## src/rtl/fe_fifo_packer_pkg.sv

```systemverilog
// Shared front-end FIFO definitions: command codes, word field offsets and
// the word-width consistency rule.
package fe_fifo_packer_pkg;

    typedef enum logic [1:0] {
        FE_FIFO_CMD_DATA = 2'b00,
        FE_FIFO_CMD_MARK = 2'b01,
        FE_FIFO_CMD_TRIG = 2'b10,
        FE_FIFO_CMD_TIME = 2'b11
    } fe_fifo_cmd_e;

    localparam int unsigned CMD_LSB      = 16;
    localparam int unsigned TS_SHORT_LSB = 8;
    localparam int unsigned DATA_LSB     = 0;

    function automatic bit fifo_width_ok(input int unsigned ts_full_width,
                                         input int unsigned fifo_width);
        return fifo_width == ts_full_width + 2;
    endfunction

endpackage

```

## src/rtl/fe_skid_queue2.sv

```systemverilog
// Generic 2-entry FIFO with head/tail pointers. The caller guarantees push
// only when there is room (count < 2, or a same-cycle pop).
module fe_skid_queue2 #(
    parameter int unsigned WIDTH = 18
) (
    input  logic             clk,
    input  logic             reset_n,
    input  logic             flush,
    input  logic             push,
    input  logic             pop,
    input  logic [WIDTH-1:0] din,
    output logic [1:0]       count,
    output logic [WIDTH-1:0] head
);

    logic [WIDTH-1:0] mem [2];
    logic             head_ptr;
    logic             tail_ptr;

    always_ff @(posedge clk) begin
        if (!reset_n) begin
            count    <= '0;
            head_ptr <= 1'b0;
            tail_ptr <= 1'b0;
            mem[0]   <= '0;
            mem[1]   <= '0;
        end else if (flush) begin
            count    <= '0;
            head_ptr <= 1'b0;
            tail_ptr <= 1'b0;
        end else begin
            // When full, tail aliases head, so a push+pop overwrites the slot being popped.
            if (push) begin
                mem[tail_ptr] <= din;
                tail_ptr      <= ~tail_ptr;
            end
            if (pop) begin
                head_ptr <= ~head_ptr;
            end
            case ({push, pop})
                2'b10:   count <= count + 2'd1;
                2'b01:   count <= count - 2'd1;
                default: count <= count;
            endcase
        end
    end

    assign head = mem[head_ptr];

endmodule

```

## src/rtl/fe_fifo_packer.sv

```systemverilog
// Packs capture-stage events into FIFO words, absorbs short backpressure in a
// 2-entry queue, and blocks further events after the first drop until flush.
module fe_fifo_packer
    import fe_fifo_packer_pkg::*;
#(
    parameter int unsigned pTIMESTAMP_FULL_WIDTH  = 16,
    parameter int unsigned pTIMESTAMP_SHORT_WIDTH = 3,
    parameter int unsigned pFIFO_WIDTH            = 18,
    parameter int unsigned pDROP_CNT_WIDTH        = 16
) (
    input  logic                             fe_clk,
    input  logic                             reset_n,
    input  logic                             I_fifo_wr,
    input  logic [1:0]                       I_fifo_command,
    input  logic [pTIMESTAMP_FULL_WIDTH-1:0] I_fifo_time,
    input  logic [7:0]                       I_fifo_data,
    input  logic                             I_flush,
    input  logic                             I_fifo_full,
    output logic                             O_fifo_wr,
    output logic [pFIFO_WIDTH-1:0]           O_fifo_din,
    output logic                             O_fifo_overflow_blocked,
    output logic                             O_ts_trunc,
    output logic [pDROP_CNT_WIDTH-1:0]       O_drop_count
);

    if (!fifo_width_ok(pTIMESTAMP_FULL_WIDTH, pFIFO_WIDTH)) begin : g_width_check
        $error("fe_fifo_packer: pFIFO_WIDTH must equal 2 + pTIMESTAMP_FULL_WIDTH");
    end

    logic [pFIFO_WIDTH-1:0] word;
    logic                   is_time;
    logic                   ts_overflow;
    logic [1:0]             count;
    logic                   pop;
    logic                   accept;
    logic                   drop;

    assign is_time     = (I_fifo_command == FE_FIFO_CMD_TIME);
    assign ts_overflow = |I_fifo_time[pTIMESTAMP_FULL_WIDTH-1:pTIMESTAMP_SHORT_WIDTH];

    always_comb begin
        word = '0;
        if (is_time) begin
            word = {I_fifo_command, I_fifo_time};
        end else begin
            word[pFIFO_WIDTH-1 -: 2]                        = I_fifo_command;
            word[TS_SHORT_LSB +: pTIMESTAMP_SHORT_WIDTH]    = I_fifo_time[pTIMESTAMP_SHORT_WIDTH-1:0];
            word[DATA_LSB +: 8]                             = I_fifo_data;
        end
    end

    // Flush and reset both suppress the write so no word leaks out while the queue is discarded.
    assign pop    = reset_n && !I_flush && (count != 2'd0) && !I_fifo_full;
    assign accept = !I_flush && I_fifo_wr && !O_fifo_overflow_blocked && ((count < 2'd2) || pop);
    assign drop   = !I_flush && I_fifo_wr && (O_fifo_overflow_blocked || ((count == 2'd2) && !pop));

    fe_skid_queue2 #(
        .WIDTH (pFIFO_WIDTH)
    ) u_queue (
        .clk     (fe_clk),
        .reset_n (reset_n),
        .flush   (I_flush),
        .push    (accept),
        .pop     (pop),
        .din     (word),
        .count   (count),
        .head    (O_fifo_din)
    );

    assign O_fifo_wr = pop;

    always_ff @(posedge fe_clk) begin
        if (!reset_n || I_flush) begin
            O_fifo_overflow_blocked <= 1'b0;
            O_ts_trunc              <= 1'b0;
            O_drop_count            <= '0;
        end else begin
            if (drop) begin
                O_fifo_overflow_blocked <= 1'b1;
                if (O_drop_count != '1) begin
                    O_drop_count <= O_drop_count + 1'b1;
                end
            end
            if (accept && !is_time && ts_overflow) begin
                O_ts_trunc <= 1'b1;
            end
        end
    end

endmodule

```

## config.mk

```make
export PLATFORM = sky130hd
export DESIGN_NAME = fe_fifo_packer
export DESIGN_NICKNAME = d
export VERILOG_FILES = /design/src/rtl/fe_fifo_packer_pkg.sv /design/src/rtl/fe_skid_queue2.sv /design/src/rtl/fe_fifo_packer.sv
export SDC_FILE = /design/constraint.sdc
export NUM_CORES = 1
export LEC_CHECK = 0
export CAP_MARGIN = 0
export CORE_MARGIN = 8
export CORE_UTILIZATION = 40
export CTS_CLUSTER_DIAMETER = 150
export DETAILED_ROUTE_END_ITERATION = 10
export DONT_BUFFER_PORTS = 1
export SYNTH_ARGS = -nofsm -noshare
export SYNTH_HDL_FRONTEND = slang
export SYNTH_SLANG_ARGS = --single-unit
```

## constraint.sdc

```tcl
create_clock -name fe_clk -period 10.2 [get_ports fe_clk]
set_clock_uncertainty 0.15 [all_clocks]
set_input_delay 2.55 -clock fe_clk [delete_from_list [all_inputs] [get_ports fe_clk]]
set_output_delay 2.55 -clock fe_clk [all_outputs]
set_load 0.05 [all_outputs]
```

==> impl_metrics.ini, run 1 <==
[clock_tree]
clk_pin_slew_ps = 70
cts_resized = 0
numCtsBuffers = 9
clock_latency_ps = 330
clockBufferDepth = 2
holdBufCountCts = 0
post-cts-setup-buffer-count = 0
numClockSinks = 59
clock-root-buffer = clkbuf_8
htreeDepth = 3
cts_tree = yes

[cells_and_area]
diodes = 0
seq_area_mm2 = 0.00154
area_delta_synth_final_pct = 10.8
final_nets = 295
layoutNonFillerInstCount = 366
drive_above_1_share = 0.184
multi_input_area_mm2 = 0.00126
n_fill_cell = 691

[yosys]
synth_area_leaders = edfxtp_1, dfxtp_1, mux2_2, mux2i_1, nor2_1
synth_xor_area_frac = 0.0122
synth_compound_area_frac = 0.0855
yosys-top-cells-count = nor2_1, edfxtp_1, dfxtp_1
yosysMostFrequentCell = nor2_1
syn-instance-count = 261
synthAdderAreaFrac = 0.00868
avgSynthCellArea_um2 = 11.0
synth_warnings = 0
synth_nets = 294
synth_top_cell_by_area = edfxtp_1
yosys.area_share.simple = 0.205
synth_top_family_by_area = simple AND/OR/NAND/NOR gates
synth_top_area_share = 0.375
yosysSeqAreaShare = 0.535
async_flop_share = 0
synth-seq-cells = 59
yosysUniqueCellTypes = 47
netlist_area_mm2 = 0.00288
synth.mux.area_fraction = 0.122
ys.flop_type = edfxtp_1
synth-edff-count = 36

[floorplan]
core_mm2 = 0.00710
start_util = 0.406
pin_count = 68
fp.dieArea_mm2 = 0.0102
dieHeight_um = 101
die_x_um = 101
fp-row-count = 31

[placement]
io_buffer_count = 0
place_ws_ps = 3630
hpwl_mm = 4.66
dpl.cell_count = 350
place.gp.congestion = 0.799

[power]
power_leakage_nw = 1.11
power_density_mw_per_mm2 = 171
p_switching_w = 0.000135
internal_power_w = 0.000411
pwr-share-seq = 0.483
p_sw_frac = 0.248
p_clk_frac = 0.437
vdd_drop_max_uv = 82.0
combPwrFrac = 0.080
power_w = 0.000546

[detailed_routing]
first_pass_iters = 4
viasPerCell = 5.49
ant_nets = 0
drc_errors = 0
drt_iter0_markers = 99
wl_per_cell_um = 18.3
routed-via-count = 2010
wl_mm = 6.72

[sta]
max_freq_mhz = 153
min_period_ps = 6540
layout_setup_ws_ps = 3660
fin_tns_setup_ps = 0
timing.hold.ws_ps = 377
slew_headroom = 0.301
rsz0062_at_grt = no
hold_viol_final = 0
max_slew.worst_pin.slew_ps = 1050
finalSetupViolations = 0
min_period_over_period = 0.641
slew_violations = 0

[critical_path]
worstPathRequired_ps = 7500
worst_path_max_delay_cell = nor3_2
startpoint = reset_n
rr_startpoint = O_fifo_overflow_blocked
cp_slowest_stage_delay_ps = 840
path_buf_inv = 0
critPathMaxFanout = 20
r2r_cells = 4
rrSetupSlack_ps = 7320
cp_top_family = simple AND/OR/NAND/NOR gates
crit_arrival_ps = 3840
path_cells = or2b_2 > nor3_2
cp-end-kind = output port
worstReg2RegEnd = u_queue.mem[1][14]
worstSetupStartpointType = input port
worstSetupPathType = input port to output port

[flow_run]
cap_viol_max_count = 0

[global_routing]
antenna_found_initial = 0
first_global_vias = 2055
grt_pass1_wl_mm = 10.5
grt_max_degree = 26
track_usage = 0.136
gr-total-overflow = 0

[worst_hold_path]
worst_hold_path_type = flip-flop to flip-flop
holdPathStages = 2
hp-start = u_queue.head_ptr
hold_end = u_queue.head_ptr

[run_status]
outcome = finished clean
==> final cells by class <==
| class | count | area share |
|---|---|---|
| Clock buffer | 9 | 0.0388 |
| Tap cell | 99 | 0.0388 |
| Inverter | 7 | 0.00823 |
| Sequential cell | 59 | 0.483 |
| Clock inverter | 7 | 0.0313 |
| Multi-Input combinational cell | 183 | 0.395 |
| Timing Repair Buffer | 2 | 0.00470 |
==> sequential cells by signal, summed over array words and instances, names as in the netlist, named ones only <==
register / cells
u_queue.mem: 36
u_queue.head_ptr: 1
O_ts_trunc: 1
O_drop_count: 16
u_queue.count: 2
u_queue.tail_ptr: 1
O_fifo_overflow_blocked: 1
==> through the flow <==
stage          cell area, µm²   util
2_1_floorplan            2880      -
3_3_place_gp             2970  0.418
3_5_place_dp             2970  0.418
4_1_cts                  3190  0.450
5_1_grt                  3190  0.450
6_report                 3190  0.450
==> metal layers <==
layer  track usage  up-vias  share of wire
met3        0.0739        6           0.10
met5             0        -              0
li1              -      973              -
met1         0.144      974           0.40
met2         0.226       57           0.49
met4        0.0435        0         0.0094
==> power by group through the flow <==
stage	clock network (W)	registers (W)	logic, W
after detailed placement	0	0.000269	0.0000441
after global routing	0.000254	0.000265	0.0000464
after CTS	0.000245	0.000264	0.0000443
final	0.000239	0.000264	0.0000437
after floorplan	0	0.000268	0.0000381
after global placement	0	0.000269	0.0000439
==> placed cells by master (no fill, tap or decap), types with 3 or more instances in the layout <==
cell type and instances:
nor2_1 37, edfxtp_1 36, dfxtp_1 23, mux2_2 18, mux2i_1 15, nand2_1 12, a21oi_1 11, nand3_1 10
and2_1 10, clkbuf_8 9, or4_1 8, inv_1 7, o31ai_1 7, nor4_1 6, o21ai_0 4, nand2b_1 4
xnor2_1 3, a31oi_1 3, or3_1 3
==> cell families (layout without fill, tap and decap cells) <==
family	after synthesis	count (layout)
XOR/XNOR	4	4
AO/OA/AOI/OAI	36	36
AND/OR/NAND/NOR	108	108
adder cells (fa/ha/maj)	2	2
flip-flops	59	59
buffers and inverters	19	25
multiplexers	33	33
==> worst max path at each step <==
stage	end	slack [ps]	cells after the start
after global placement	O_fifo_wr	3650	2
final	O_fifo_wr	3660	2
after detailed placement	O_fifo_wr	3630	2
after floorplan	O_fifo_wr	3410	2
after CTS	O_fifo_wr	3630	2
after global routing	O_fifo_wr	3620	2
(Power assumes the default switching activity.)
==> run 2: changes to the inputs <==
==> constraint.sdc (replaced) <==
create_clock -name fe_clk -period 6.3 [get_ports fe_clk]
set_clock_uncertainty 0.15 [all_clocks]
set_input_delay 1.575 -clock fe_clk [delete_from_list [all_inputs] [get_ports fe_clk]]
set_output_delay 1.575 -clock fe_clk [all_outputs]
set_load 0.05 [all_outputs]
==> run 2 against run 1 <==
Against the previous run:
- cell count unchanged
- setup slack got worse by 1900 ps
- wire length decreased by 0.71%
- utilization decreased by 0.32 points
- sequential share of layout area increased by 0.34 points
- sequential power increased by 62%
- register-to-register slack got worse by 3900 ps
- first-iteration DRC count decreased by 38%
- die area unchanged
- count of clock-buffer cells in the layout unchanged
- highest routed layer unchanged
==> impl_metrics.ini, run 2 (synthesis results as in run 1) <==
[critical_path]
worstSetupStartpointType = input port
worstPathRequired_ps = 4580
cp_top_family = simple AND/OR/NAND/NOR gates
cp_slowest_stage_delay_ps = 840
crit_arrival_ps = 2870
worstSetupPathType = input port to output port
cp-end-kind = output port
worst_path_max_delay_cell = nor3_2
path_cells = or2b_2 > nor3_2
rrSetupSlack_ps = 3410
path_buf_inv = 0
critPathMaxFanout = 20

[placement]
hpwl_mm = 4.65
place.gp.congestion = 0.793
dpl.cell_count = 350
io_buffer_count = 0

[cells_and_area]
seq_area_mm2 = 0.00154
fin_util = 0.447
layout_commonest_cell = nor2_1
final_nets = 295
n_fill_cell = 692
diodes = 0
largest_register_ff_count = 36
top_regs = u_queue.mem: 36 flops, O_drop_count: 16 flops, u_queue.count: 2 flops
drive_above_1_share = 0.184
layout_common_cells = nor2_1, edfxtp_1, dfxtp_1, mux2_2, mux2i_1
area_delta_synth_final_pct = 9.98
multi_input_area_mm2 = 0.00126
top_register = u_queue.mem
layoutNonFillerInstCount = 366

[power]
power_leakage_nw = 1.10
power_density_mw_per_mm2 = 267
vdd_drop_max_uv = 102
power_w = 0.000846

[sta]
slew_violations = 0
hold_viol_final = 0
slew_headroom = 0.319
timing.hold.ws_ps = 371
max_slew.worst_pin.slew_ps = 1020
rsz0062_at_grt = no
min_period_ps = 4590
fin_tns_setup_ps = 0
finalSetupViolations = 0
max_freq_mhz = 218
min_period_over_period = 0.729

[worst_hold_path]
worst_hold_path_type = flip-flop to flip-flop

[clock_tree]
holdBufCountCts = 0
numClockSinks = 59
cts_tree = yes
clock-root-buffer = clkbuf_8
post-cts-setup-buffer-count = 0
cts_resized = 0
clk_pin_slew_ps = 70
clockBufferDepth = 2
htreeDepth = 3
numCtsBuffers = 9
clock_latency_ps = 330

[global_routing]
track_usage = 0.133
grt_max_degree = 26
first_global_vias = 1977
gr-total-overflow = 0
antenna_found_initial = 0
grt_pass1_wl_mm = 10.3

[floorplan]
start_util = 0.406
fp.dieArea_mm2 = 0.0102
core_mm2 = 0.00710
die_x_um = 101
fp-row-count = 31
pin_count = 68
dieHeight_um = 101

[detailed_routing]
first_pass_iters = 4
drt_iter0_markers = 61
viasPerCell = 5.54
drc_errors = 0
wl_mm = 6.67
ant_nets = 0
wl_per_cell_um = 18.2
routed-via-count = 2028

[flow_run]
cap_viol_max_count = 0

[run_status]
outcome = finished clean
==> run 2: worst paths after layout <==
| check | startpoint | endpoint | cells after the start |
|---|---|---|---|
| hold / removal | u_queue.head_ptr | u_queue.head_ptr | 2 |
| setup / recovery | reset_n | O_fifo_wr | 2 |
| hold reg to reg | u_queue.head_ptr | u_queue.head_ptr | 2 |
| setup reg to reg | O_fifo_overflow_blocked | u_queue.mem[0][12] | 4 |
==> run 2: per-layer routing <==
layer | global-route usage | vias up | share of wire
met5 | 0 | - | 0
met4 | 0.0699 | 0 | 0.020
met3 | 0.0587 | 14 | 0.099
met2 | 0.210 | 59 | 0.47
met1 | 0.148 | 979 | 0.41
li1 | - | 976 | -
==> run 2: cell type report <==
class	instances	area share
clock buffer	9	0.0391
clock inverter	7	0.0245
inverter	7	0.00829
multi-input combinational	183	0.398
sequential	59	0.486
tap	99	0.0391
timing repair buffer	2	0.00474
==> run 2: where the power goes <==
part / total, W / switching [W] / leakage (nW) / internal (W)
Sequential: 0.000427 / 0.00000460 / 0.563 / 0.000422
Clock: 0.000348 / 0.000163 / 0.0998 / 0.000185
Combinational: 0.0000708 / 0.0000540 / 0.438 / 0.0000168
==> run 2: per-stage QoR <==
step | worst slack [ps] | instance area, µm²
finish | 1710 | 3170
global route | 1670 | 3170
CTS | 1690 | 3170
detailed placement | 1690 | 2970
global placement | 1700 | 2970
floorplan | 1460 | 2880
